File: src/rtl/i2c_init_sequencer_pkg.sv
// Shared definitions for the I2C power-up sequencer: FSM states, table entry
// markers and default timing constants.
package i2c_init_sequencer_pkg;

    typedef enum logic [3:0] {
        ST_IDLE,
        ST_FETCH,
        ST_DECODE,
        ST_ISSUE,
        ST_WAIT_RSP,
        ST_GAP,
        ST_DELAY,
        ST_DONE,
        ST_ERROR
    } state_e;

    typedef enum logic [1:0] {
        ENT_WRITE,
        ENT_DELAY,
        ENT_END
    } entry_e;

    localparam logic [7:0] END_MARK   = 8'hFF;
    localparam logic [7:0] DELAY_MARK = 8'hFE;

    localparam int unsigned DEF_GAP_CLKS   = 100_000;
    localparam int unsigned DEF_DELAY_UNIT = 25_000;

    function automatic entry_e entry_kind(input logic [15:0] ent);
        if (ent[15:8] == END_MARK && ent[7:0] == END_MARK) return ENT_END;
        if (ent[15:8] == DELAY_MARK) return ENT_DELAY;
        return ENT_WRITE;
    endfunction

endpackage

File: src/rtl/i2c_init_sequencer.sv
// Walks the configuration table and issues one I2C byte write per entry, with
// inter-message gaps, programmable delays, NACK/timeout retries and done/error status.
module i2c_init_sequencer
    import i2c_init_sequencer_pkg::*;
#(
    parameter logic [6:0]  DEV_ADDR    = 7'h39,
    parameter int unsigned ADDR_W      = 6,
    parameter int unsigned GAP_CLKS    = DEF_GAP_CLKS,
    parameter int unsigned DELAY_UNIT  = DEF_DELAY_UNIT,
    parameter int unsigned MAX_RETRIES = 3,
    parameter int unsigned RSP_TIMEOUT = 1_000_000
) (
    input  logic              sda_clk,
    input  logic              reset,
    input  logic              start,
    output logic [ADDR_W-1:0] tbl_addr,
    input  logic [15:0]       tbl_data,
    output logic              cmd_valid,
    input  logic              cmd_ready,
    output logic [6:0]        cmd_dev_addr,
    output logic [7:0]        cmd_reg,
    output logic [7:0]        cmd_data,
    input  logic              rsp_valid,
    input  logic              rsp_nack,
    output logic              busy,
    output logic              done,
    output logic              error,
    output logic [ADDR_W-1:0] err_index
);

    state_e            state_q, state_d;
    logic [ADDR_W-1:0] index_q, index_d;
    logic              cmd_valid_q, cmd_valid_d;
    logic [7:0]        cmd_reg_q, cmd_reg_d;
    logic [7:0]        cmd_data_q, cmd_data_d;
    logic              busy_q, busy_d;
    logic              done_q, done_d;
    logic              error_q, error_d;
    logic [ADDR_W-1:0] err_index_q, err_index_d;
    logic [7:0]        retry_q, retry_d;
    logic [31:0]       cnt_q, cnt_d;
    logic              adv_q, adv_d;
    logic              do_adv;

    always_comb begin
        state_d     = state_q;
        index_d     = index_q;
        cmd_valid_d = cmd_valid_q;
        cmd_reg_d   = cmd_reg_q;
        cmd_data_d  = cmd_data_q;
        done_d      = done_q;
        error_d     = error_q;
        err_index_d = err_index_q;
        retry_d     = retry_q;
        cnt_d       = cnt_q;
        adv_d       = adv_q;
        do_adv      = 1'b0;

        case (state_q)
            ST_IDLE, ST_DONE, ST_ERROR: begin
                if (start) begin
                    done_d  = 1'b0;
                    error_d = 1'b0;
                    index_d = '0;
                    retry_d = '0;
                    state_d = ST_FETCH;
                end
            end
            ST_FETCH: state_d = ST_DECODE;
            ST_DECODE: begin
                case (entry_kind(tbl_data))
                    ENT_END: begin
                        done_d  = 1'b1;
                        state_d = ST_DONE;
                    end
                    ENT_DELAY: begin
                        cnt_d   = 32'(tbl_data[7:0]) * 32'(DELAY_UNIT);
                        state_d = ST_DELAY;
                    end
                    default: begin
                        cmd_reg_d   = tbl_data[15:8];
                        cmd_data_d  = tbl_data[7:0];
                        cmd_valid_d = 1'b1;
                        state_d     = ST_ISSUE;
                    end
                endcase
            end
            ST_ISSUE: begin
                if (cmd_ready) begin
                    cmd_valid_d = 1'b0;
                    cnt_d       = '0;
                    state_d     = ST_WAIT_RSP;
                end
            end
            ST_WAIT_RSP: begin
                if (rsp_valid && !rsp_nack) begin
                    retry_d = '0;
                    adv_d   = 1'b1;
                    cnt_d   = '0;
                    state_d = ST_GAP;
                end else if (rsp_valid || cnt_q == 32'(RSP_TIMEOUT - 1)) begin
                    // A silent slave is handled exactly like a NACK.
                    if (retry_q < 8'(MAX_RETRIES)) begin
                        retry_d = retry_q + 8'd1;
                        adv_d   = 1'b0;
                        cnt_d   = '0;
                        state_d = ST_GAP;
                    end else begin
                        err_index_d = index_q;
                        error_d     = 1'b1;
                        state_d     = ST_ERROR;
                    end
                end else begin
                    cnt_d = cnt_q + 32'd1;
                end
            end
            ST_GAP: begin
                if (cnt_q == 32'(GAP_CLKS - 1)) begin
                    if (adv_q) begin
                        do_adv = 1'b1;
                    end else begin
                        cmd_valid_d = 1'b1;
                        state_d     = ST_ISSUE;
                    end
                end else begin
                    cnt_d = cnt_q + 32'd1;
                end
            end
            ST_DELAY: begin
                if (cnt_q == '0) do_adv = 1'b1;
                else             cnt_d  = cnt_q - 32'd1;
            end
            default: state_d = ST_IDLE;
        endcase

        // The last table slot ends the run even without an END marker.
        if (do_adv) begin
            if (&index_q) begin
                done_d  = 1'b1;
                state_d = ST_DONE;
            end else begin
                index_d = index_q + ADDR_W'(1);
                state_d = ST_FETCH;
            end
        end

        busy_d = !(state_d inside {ST_IDLE, ST_DONE, ST_ERROR});
    end

    always_ff @(posedge sda_clk) begin
        if (reset) begin
            state_q     <= ST_IDLE;
            index_q     <= '0;
            cmd_valid_q <= 1'b0;
            cmd_reg_q   <= '0;
            cmd_data_q  <= '0;
            busy_q      <= 1'b0;
            done_q      <= 1'b0;
            error_q     <= 1'b0;
            err_index_q <= '0;
            retry_q     <= '0;
            cnt_q       <= '0;
            adv_q       <= 1'b0;
        end else begin
            state_q     <= state_d;
            index_q     <= index_d;
            cmd_valid_q <= cmd_valid_d;
            cmd_reg_q   <= cmd_reg_d;
            cmd_data_q  <= cmd_data_d;
            busy_q      <= busy_d;
            done_q      <= done_d;
            error_q     <= error_d;
            err_index_q <= err_index_d;
            retry_q     <= retry_d;
            cnt_q       <= cnt_d;
            adv_q       <= adv_d;
        end
    end

    assign tbl_addr     = index_q;
    assign cmd_valid    = cmd_valid_q;
    assign cmd_dev_addr = DEV_ADDR;
    assign cmd_reg      = cmd_reg_q;
    assign cmd_data     = cmd_data_q;
    assign busy         = busy_q;
    assign done         = done_q;
    assign error        = error_q;
    assign err_index    = err_index_q;

endmodule

File: config.mk
export PLATFORM = sky130hd
export DESIGN_NAME = i2c_init_sequencer
export DESIGN_NICKNAME = d
export VERILOG_FILES = /design/src/rtl/i2c_init_sequencer_pkg.sv /design/src/rtl/i2c_init_sequencer.sv
export SDC_FILE = /design/constraint.sdc
export NUM_CORES = 1
export LEC_CHECK = 0
export CAP_MARGIN = 20
export CORE_MARGIN = 5
export CORE_UTILIZATION = 30
export CTS_BUF_LIST = sky130_fd_sc_hd__clkbuf_4 sky130_fd_sc_hd__clkbuf_8
export DETAILED_ROUTE_END_ITERATION = 7
export SETUP_SLACK_MARGIN = 0.02
export SYNTH_ARGS = -nofsm -noshare
export SYNTH_HDL_FRONTEND = slang
export SYNTH_SLANG_ARGS = --single-unit
File: constraint.sdc
create_clock -name sda_clk -period 5.5 [get_ports sda_clk]
set_input_delay 0.55 -clock sda_clk [delete_from_list [all_inputs] [get_ports sda_clk]]
set_output_delay 0.55 -clock sda_clk [all_outputs]
set_load 0.01 [all_outputs]
==> results of run 1 <==
worst paths after layout:
kind | end | slack, ns | cells after the start
min reg2reg | error | 0.46 | 2
min | error | 0.46 | 2
max | cnt_q[22] | 0.95 | 17
max reg2reg | cnt_q[20] | 1.96 | 8
metal layers:
layer / GRT usage / share of wire / vias up
met5: 0 / 0 / -
met4: 0.0467 / 0.019 / 0
met3: 0.0363 / 0.060 / 25
met2: 0.230 / 0.44 / 179
met1: 0.199 / 0.48 / 2829
li1: - / - / 3026
per-stage QoR:
step	total power [mW]	hold WS, ns
after floorplan	1.43	0.430
after global placement	1.65	0.444
after detailed placement	1.65	0.453
after CTS	2.09	0.465
after global routing	2.25	0.491
final	2.08	0.461
power by group:
group / internal [mW] / switching (mW) / total (mW)
Combinational: 0.407 / 0.564 / 0.970
Clock: 0.171 / 0.251 / 0.422
Sequential: 0.601 / 0.0866 / 0.687
worst max-delay path: cells and delay by family:
family,cells,cell delay [ns]
AOI/OAI and AO/OA,7,1.44
buffers and inverters,4,0.78
adders and majority gates,5,1.92
xor gates and xnor gates,1,0.14
cell type report:
cell class	instances	area (um^2)	area share
Multi-Input combinational cell	656	4460	0.618
Clock buffer	9	124	0.0172
Timing Repair Buffer	59	571	0.0792
Tap cell	275	344	0.0477
Inverter	30	113	0.0156
Clock inverter	7	57.6	0.00799
Sequential cell	77	1540	0.214
cell usage in the layout (no fill, tap or decap), types with 28 or more instances in the layout:
master,synthesis,routed
a21oi_1,61,61
clkdlybuf4s50_1,0,52
ha_1,57,57
nor2_1,95,95
o21ai_0,44,44
nand2_1,56,56
nor3_1,35,33
dfxtp_1,77,77
inv_1,30,30
nand3_1,28,28
cell families after synthesis:
group / synth area share
simple gates: 0.252
compound gates: 0.217
buf+inv: 0.0689
flops: 0.241
fa+ha+maj: 0.149
xor+xnor: 0.0356
mux: 0.0360
other cells: 0.00117
==> reports/results.ini, run 1 <==
[cells_and_area]
n_antenna_cell = 0
fin_area_um2 = 7210
drive_gt1_frac = 0.0537
area_delta_synth_final_pct = 12.7
final_cells = 1113
largest_reg_flops = 32
fin_nets = 924
final_util = 0.343
fill_cells = 2178
top_register = cnt_q

[worst_setup_path]
r2r-start = cnt_q[16]
crit_start = tbl_data[6]
end_kind = register
required_ns = 5.79
max_stage_delay_ns = 0.57
worst-endpoint-arrival_ns = 4.84
crit_type = in -> reg
crit_path_start_kind = input pin
path_cells = clkdlybuf4s50_1 > inv_1 > ha_1 > ha_1 > fa_1 > inv_1 > fa_1 > inv_1 > ha_1 > a21oi_1 > o21ai_0 > a221oi_1 > o31ai_1 > a21oi_1 > xnor2_1 > a211oi_1 > a211oi_1
path_max_fanout = 5
crit_slowest_cell = clkdlybuf4s50_1

[detailed_routing]
viasPerCell = 5.44
wl_um = 17800
via_count = 6059
drc = 0
antenna_left = 0
wl_per_cell_um = 16.0
drt_first_pass_iters = 5
dr.first_iter.drc_count = 469

[sta]
tns_ns = 0
fin_ws_ns = 0.945
finClkSkew_ns = 0.00789
rsz0062_at_grt = false
fin_crit_sh = 0.828
finalHoldViolCount = 0
relSlewSlack = 0.299
maxSlewViolCount = 0
finalCriticalPeriod_ns = 4.55
setup_violations = 0
worst_pin_slew_ns = 1.05
max_freq_mhz = 220

[power]
p_per_area_nw_per_um2 = 289
vdd_drop_max_v = 0.000201
p_leak_nw = 2.71

[synth]
syn_area_per_cell_um2 = 7.79
synthDistinctLibCells = 72
synth-seq-cells = 77
syn_area_um2 = 6400
ys.flop_type = dfxtp_1
yosys-top-cells-count = 95 x nor2_1, 77 x dfxtp_1, 61 x a21oi_1
yosys.area.top_type_share = 0.241
synth_edf_count = 0
netlist_instances = 821
yosys_warnings = 0
synthArstFlopShare = 0
yosysTopAreaCell = dfxtp_1
ys_top_cells_by_area = dfxtp_1 24%, ha_1 11%, nor2_1 5.6%
seq_area_frac_synth = 0.241
yosysMostFrequentCell = nor2_1

[clock_tree]
h-tree-depth = 3
clk_pin_slew_worst_paths_ns = 0.10
cts_resized = 0
clkLatencyLatePin_ns = 0.38
root_buffer = clkbuf_8
cts_made_buffers = 9
clock-sinks = 77
postCtsHoldBufs = 0
cts_setup_buffers = 0
clockBufferDepth = 2
cts_tree = yes

[die]
core_um2 = 21000
start_util = 0.304
die_y_um = 156
rows = 53
die_x_um = 156
dieArea_um2 = 24300
io_pins = 61

[run]
maxCapViolCount = 0

[min_path]
worstHoldStart = error
hold_path_class = reg -> reg

[global_route]
antenna_found_initial = 0
grt_start_max_net_pins = 47
grt_pass1_vias = 5842
grt_pass1_wl_um = 29700
grt_usage = 0.147
grt_overflow = 0

[placement]
gp_congestion = 0.846
place_ws_ns = 0.576
dp_hpwl_um = 13000
port_buffers = 53
place_area_um2 = 7030
dp.cells = 1097

[run_status]
status = finished clean

Power figures use the tool's default switching activity.
==> inputs of run 2 (changes only) <==
clock period = 3.7 ns   (was 5.5 ns; I/O delays follow)
==> reports/results.ini, run 2 (synthesis gave the netlist of run 1 again) <==
[clock_tree]
cts_made_buffers = 9  ; unchanged
root_buffer = clkbuf_8
clkLatencyLatePin_ns = 0.39  ; about the same
clockBufferDepth = 2  ; unchanged
cts_tree = yes
h-tree-depth = 3  ; unchanged
clk_pin_slew_worst_paths_ns = 0.10  ; about the same
clock-sinks = 77  ; unchanged

[cells_and_area]
top_register = cnt_q
n_antenna_cell = 0  ; unchanged
drive_gt1_frac = 0.165  ; +0.112
final_cells = 1176  ; +5.7%
final_cell_mix = 95 x nor2_1, 77 x dfxtp_1, 69 x buf_4
fin_nets = 987  ; +6.8%
final_common_cell = nor2_1
area_delta_synth_final_pct = 25.3
largest_reg_flops = 32  ; unchanged

[power]
p_leak_nw = 3.09  ; +14%
p_total_mw = 3.62  ; +74%
vdd_drop_max_v = 0.000220  ; +9.9%
p_per_area_nw_per_um2 = 451  ; +56%

[detailed_routing]
via_count = 6362  ; +5.0%
wl_um = 18500  ; +4.1%
drc = 0  ; unchanged
viasPerCell = 5.41  ; -0.62%
drt_first_pass_iters = 5  ; unchanged
dr.first_iter.drc_count = 393  ; -16%
wl_per_cell_um = 15.8  ; -1.5%
antenna_left = 0  ; unchanged

[die]
start_util = 0.304  ; unchanged
dieArea_um2 = 24300  ; unchanged
rows = 53  ; unchanged
core_um2 = 21000  ; unchanged
io_pins = 61  ; unchanged
die_y_um = 156  ; unchanged
die_x_um = 156  ; unchanged

[sta]
rsz0062_at_grt = true
setup_violations = 0  ; unchanged
relSlewSlack = 0.486  ; +0.187
fin_crit_sh = 0.958
tns_ns = 0  ; unchanged
worst_pin_slew_ns = 0.771  ; -0.280 ns
finalHoldViolCount = 0  ; unchanged
finalCriticalPeriod_ns = 3.55
holdWs_ns = 0.339  ; -0.122 ns
finClkSkew_ns = 0.0102  ; +0.00233 ns
max_freq_mhz = 282
maxSlewViolCount = 0  ; unchanged

[worst_setup_path]
rr_worst_depth = 8  ; unchanged
crit_type = in -> reg
r2r-start = cnt_q[17]
worstReg2RegEnd = cnt_q[18]
crit_path_start_kind = input pin
worst-endpoint-arrival_ns = 3.81  ; -1.03 ns
r2r_slack_ns = 0.66  ; -1.30 ns
end_kind = register
path_max_fanout = 4  ; -1
required_ns = 3.96  ; -1.83 ns

[run]
maxCapViolCount = 0  ; unchanged

[global_route]
antenna_found_initial = 0  ; unchanged
grt_overflow = 0  ; unchanged
grt_usage = 0.151  ; +0.00468
grt_pass1_vias = 5943  ; +1.7%
grt_pass1_wl_um = 30500  ; +2.7%
grt_start_max_net_pins = 47  ; unchanged

[min_path]
worstHoldStart = tbl_data[4]
min_path_cells = 3  ; +1
hold_path_class = in -> reg
hold_end = cmd_data[4]

[placement]
dp.cells = 1158  ; +5.6%
dp_hpwl_um = 13500  ; +3.7%
port_buffers = 53  ; unchanged
gp_congestion = 0.884  ; +4.5%

[run_status]
status = finished clean

## run 2: worst max path at each step
stage / start / to / slack (ns)
global placement: tbl_data[4] / cnt_q[21] / -0.66
detailed placement: tbl_data[4] / cnt_q[20] / -0.75
floorplan: tbl_data[3] / cnt_q[22] / 0.03
global route: tbl_data[2] / cnt_q[22] / 0.002
finish: tbl_data[2] / cnt_q[14] / 0.15
CTS: tbl_data[3] / cnt_q[20] / 0.02
## run 2: power by group
part / leakage [nW] / switching, mW / internal, mW
registers: 0.625 / 0.110 / 0.893
logic: 2.36 / 1.00 / 0.885
clock network: 0.109 / 0.399 / 0.330
total: 3.09 / 1.51 / 2.11
## run 2: area by class of cell
cell class,count,area [um^2]
well taps,275,344
inverters,30,113
fillers,2138,13000
clock buffers,9,124
clock inverters,7,87.6
flip-flops and latches,77,1540
multi-input cells,656,4760
repair buffers,122,1050
## run 2: what timing repair did
item	4_1_cts	5_1_grt
pin swaps	23	14
gates resized for setup	27	29
setup endpoints to repair	11	11
hold buffers	0	0
buffers inserted	2	0
## run 2: critical path, cell delays in order
cell           delay (ns)
dlygate4sd2_1        0.28
buf_4                0.18
ha_1                 0.32
ha_1                 0.33
fa_1                 0.48
ha_1                 0.31
ha_2                 0.34
o21ai_1              0.08
o21ai_2              0.21
buf_4                0.16
a31oi_2              0.09
xnor2_1              0.15
a222oi_1             0.38
a211oi_1             0.12
## run 2: through the flow
| step | setup WS (ns) | instance area, um^2 | utilization |
|---|---|---|---|
| after floorplan | 0.0256 | 6440 | - |
| after global placement | -0.659 | 7510 | 0.357 |
| after detailed placement | -0.747 | 7510 | 0.357 |
| after CTS | 0.0192 | 7870 | 0.374 |
| after global routing | 0.00174 | 8010 | 0.381 |
| final | 0.154 | 8010 | 0.381 |
## run 2: routing by layer
| layer | GRT usage | wire (um) |
|---|---|---|
| met1 | 0.201 | 8560 |
| met2 | 0.239 | 8370 |
| met3 | 0.0388 | 1240 |
| met4 | 0.0509 | 383 |
| met5 | 0 | 0 |
==> RTL change 1, RTL diff (settings of run 1) <==
Change the parameter `ADDR_W` from 6 to 7.
--- a/src/rtl/i2c_init_sequencer.sv
+++ b/src/rtl/i2c_init_sequencer.sv
@@ -4,7 +4,7 @@
     import i2c_init_sequencer_pkg::*;
 #(
     parameter logic [6:0]  DEV_ADDR    = 7'h39,
-    parameter int unsigned ADDR_W      = 6,
+    parameter int unsigned ADDR_W      = 7,
     parameter int unsigned GAP_CLKS    = DEF_GAP_CLKS,
     parameter int unsigned DELAY_UNIT  = DEF_DELAY_UNIT,
     parameter int unsigned MAX_RETRIES = 3,
Ports: changed (resized err_index and tbl_addr); port bits go from 61 to 63. The function was not compared with the original's and may differ.
==> RTL change 1 against run 1 <==
Routed wire length rose by 5.7%; count of clock-buffer cells in the layout is 2 higher; design area is 3.3% higher; hold slack improved by 0.0031 ns; worst setup slack worse by 0.031 ns; total power is 17% higher; die area up 2.9%; area after synthesis rose by 3.1%; non-clock buffer count is 3 higher; critical path depth decreased by 2; sequential cell count up 2; largest cell class unchanged.
==> RTL change 1: results (changes against run 1) <==
[run_status]
status = finished, final reports clean

[place]
dp_slack_ns = 0.550  ; -0.0252 ns
placed_cell_area_um2 = 7220  ; +2.8%
place.port_buffers = 55  ; +3.8%
gp_congestion = 0.867  ; +2.4%
dp_cells = 1117  ; +1.8%
place_hpwl_mm = 13.8  ; +6.0%

[finish]
nets = 941  ; +1.8%
regMostFlops = cnt_q
largest_reg_flops = 32  ; unchanged
stdcell_count = 1134  ; +1.9%
drive_gt1_share_pct = 5.85  ; +0.48 points

[power]
leakage_nw = 2.75  ; +1.4%
switching_share_pct = 43.8  ; +0.46 points
vdd.ir_drop.worst_mv = 0.183  ; -8.6%

[synthesis]
synth_common_cells = dfxtp_1 (79), a21oi_1 (72), nor2_1 (68), o21ai_0 (63), ha_1 (58)
synth_compound_area_share_pct = 24.6  ; +2.9 points
synth_mux_area_share_pct = 3.36  ; -0.24 points
synth-xor-area-share_pct = 2.39  ; -1.2 points
synth_fa_ha_area_share_pct = 14.6  ; -0.26 points
seq_area_frac_synth_pct = 24.0  ; -0.12 points
netlist_top_cells_area = dfxtp_1 (24%), ha_1 (11%), a21oi_1 (5.5%), o21ai_0 (4.8%), nor2_1 (3.9%)
synthCells = 835  ; +1.7%
synthDistinctLibCells = 80  ; +11%

[setup_path]
worst_path_max_delay_cell = nor4b_1
cp_data_arrival_time_ns = 4.87  ; +0.03 ns
cp-endpoint = cnt_q[18]$_SDFFE_PP0P_
r2r_slack_ns = 2.05  ; +0.09 ns
setup.worst_path.start = tbl_data[2]
regToRegEndpoint = cnt_q[19]$_SDFFE_PP0P_
crit_fanout = 5  ; unchanged
r2r_start = state_q[2]$_SDFF_PP0_
critPathMaxStageDelay_ns = 0.60  ; +0.03 ns

[floorplanning]
core-area_um2 = 21800  ; +3.5%

[min_path]
worstHoldStart = err_index[5]$_SDFFE_PP0P_
holdPathEnd = err_index[5]$_SDFFE_PP0P_

[detailed_routing]
firstDrtPassIters = 5  ; unchanged
drt_iter0_drc = 432  ; -7.9%
wl_mm = 18.8  ; +5.7%
viasPerCell = 5.54  ; +1.9%

[clocking]
clockRootBuffer = clkbuf_8
cts.clk_slew.worst_paths_ns = 0.08  ; -0.02 ns
clock_latency_ns = 0.38  ; about the same

[timing]
finClkSkew_ns = 0.00987  ; +0.00197 ns
whs_ns = 0.464  ; +0.00312 ns
timing.slew.headroom_pct = 27.2  ; -2.8 points
fin_crit_sh_pct = 83.4  ; +0.55 points

[grt]
grt_first_pass_wirelength_mm = 30.8  ; +3.5%
track_usage_pct = 15.0  ; +0.31 points
grt_pass1_vias = 5937  ; +1.6%
grt_max_degree = 56  ; +19%

## RTL change 1: area by class of cell
class	count	area, µm²
clock buffer	11	139
clock inverter	5	58.8
fill	2358	14300
inverter	36	135
multi-input combinational	661	4560
sequential	79	1580
tap	280	350
timing repair buffer	62	618
## RTL change 1: cell families after synthesis
logic type / count (synthesis)
AOI/OAI and AO/OA: 254
adders and majority gates: 70
other: 2
muxes: 22
and+or+nand+nor: 290
DFF: 79
buffers and inverters: 100
xor gates and xnor gates: 18
## RTL change 1: per-layer routing
metal | part of all wire [%] | global-route usage, % | up-vias
li1 | - | - | 3127
met1 | 47 | 20.1 | 2980
met2 | 46 | 24.4 | 155
met3 | 4.6 | 3.34 | 26
met4 | 1.5 | 3.86 | 0
met5 | 0 | 0 | -
## RTL change 1: power by group through the flow
stage	Combinational, mW	Clock [mW]	Sequential [mW]
after floorplan	0.977	0	0.696
after global placement	1.18	0	0.767
after detailed placement	1.19	0	0.767
after CTS	1.20	0.474	0.754
after global routing	1.35	0.492	0.770
final	1.22	0.456	0.757
==> RTL change 2, RTL diff (flow settings as in run 1) <==
Without the edit above. Put one more register stage on the output `err_index`, with the module's reset. The value now appears one clock later. The other outputs are not delayed to match.
--- a/src/rtl/i2c_init_sequencer.sv
+++ b/src/rtl/i2c_init_sequencer.sv
@@ -185,7 +185,13 @@
     assign busy         = busy_q;
     assign done         = done_q;
     assign error        = error_q;
-    assign err_index    = err_index_q;
+    always_ff @(posedge sda_clk) begin
+        if (reset) begin
+            err_index <= '0;
+        end else begin
+            err_index <= err_index_q;
+        end
+    end
 
 endmodule
 
Behaviour: same outputs for any inputs over 10 cycles, from zero or initial values and one cycle with reset high; that may be too few to reach the edited logic, so the function may still have changed.
==> RTL change 2 against run 1 <==
Non-clock buffer count down 2; synthesized cell count up 0.85%; sequential share of layout area increased by 0.69 points; sequential cell count increased by 6; clock skew is 0.0032 ns higher; total power increased by 22%; routed wire length rose by 2.9%; area after synthesis rose by 5.3%; via count increased by 1.1%; core utilization is essentially flat; worst setup slack gained 0.055 ns; design area grew 4.4%; critical path type unchanged; critical endpoint is now cnt_q[18]$_SDFFE_PP0P_; largest cell class unchanged.
==> RTL change 2: results (changes against run 1) <==
[setup_path]
cp_data_arrival_time_ns = 4.80  ; -0.04 ns
cp-endpoint = cnt_q[18]$_SDFFE_PP0P_
critPathMaxStageDelay_ns = 0.52  ; -0.05 ns
worst_path_max_delay_cell = o31ai_1
crit_fanout = 7  ; +2

[grt]
grt_first_pass_wirelength_mm = 30.6  ; +3.1%
globalRouteMet1Util_pct = 20.1  ; +0.23 points
grt_util_met2_pct = 22.1  ; -0.82 points
track_usage_pct = 14.2  ; -0.46 points

[run_status]
status = finished, final reports clean

[detailed_routing]
viasPerCell = 5.46  ; +0.25%
dr_wl_met3_um = 962  ; -9.5%
vias = 6123  ; +1.1%
wire_per_inst_um = 16.3  ; +2.1%
met1_length_mm = 9.08  ; +6.1%

[min_path]
hold_depth = 1  ; -1
worstHoldStart = err_index_q[2]$_SDFFE_PP0P_
holdPathEnd = err_index[2]$_SDFF_PP0_

[place]
gp_congestion = 0.852  ; +0.72%
dp_slack_ns = 0.624  ; +0.0483 ns

[power]
leakage_nw = 2.79  ; +2.8%

[finish]
drive_gt1_share_pct = 5.82  ; +0.45 points
inverters = 28  ; -6.7%
multi_input_gates = 658  ; +0.30%

[synthesis]
synth_common_cells = nor2_1 (92), dfxtp_1 (83), ha_1 (57), a21oi_1 (56), nand2_1 (56)
synth_mux_area_share_pct = 4.48  ; +0.88 points
netlist_area_um2 = 6730  ; +5.3%
avgSynthCellArea_um2 = 8.13  ; +4.4%
synth_compound_area_share_pct = 22.2  ; +0.51 points

==> RTL change 2: cell count changes in the layout (fill, tap and decap cells not counted), moves of 7 or more <==
| cell | before | now |
|---|---|---|
| or3_1 | 15 | 4 |
| a311oi_2 | 2 | 9 |
| a211oi_1 | 20 | 7 |
| o21ai_0 | 44 | 31 |
| xnor2_1 | 20 | 12 |
==> RTL change 2: worst max-delay path, delay by kind of cell <==
kind | cells | cell delay (ns)
buffers and inverters | 3 | 0.62
and+or+nand+nor | 1 | 0.10
xor gates and xnor gates | 1 | 0.18
AOI/OAI and AO/OA | 5 | 1.35
adders and majority gates | 5 | 2.00
==> RTL change 2: power by group through the flow <==
stage          clock network (mW)  registers (mW)  logic [mW]
4_1_cts                     0.457           0.804        1.27
5_1_grt                     0.483           0.826        1.43
2_1_floorplan                   0           0.730        1.06
3_3_place_gp                    0           0.818        1.26
6_report                    0.439           0.810        1.29
3_5_place_dp                    0           0.818        1.26
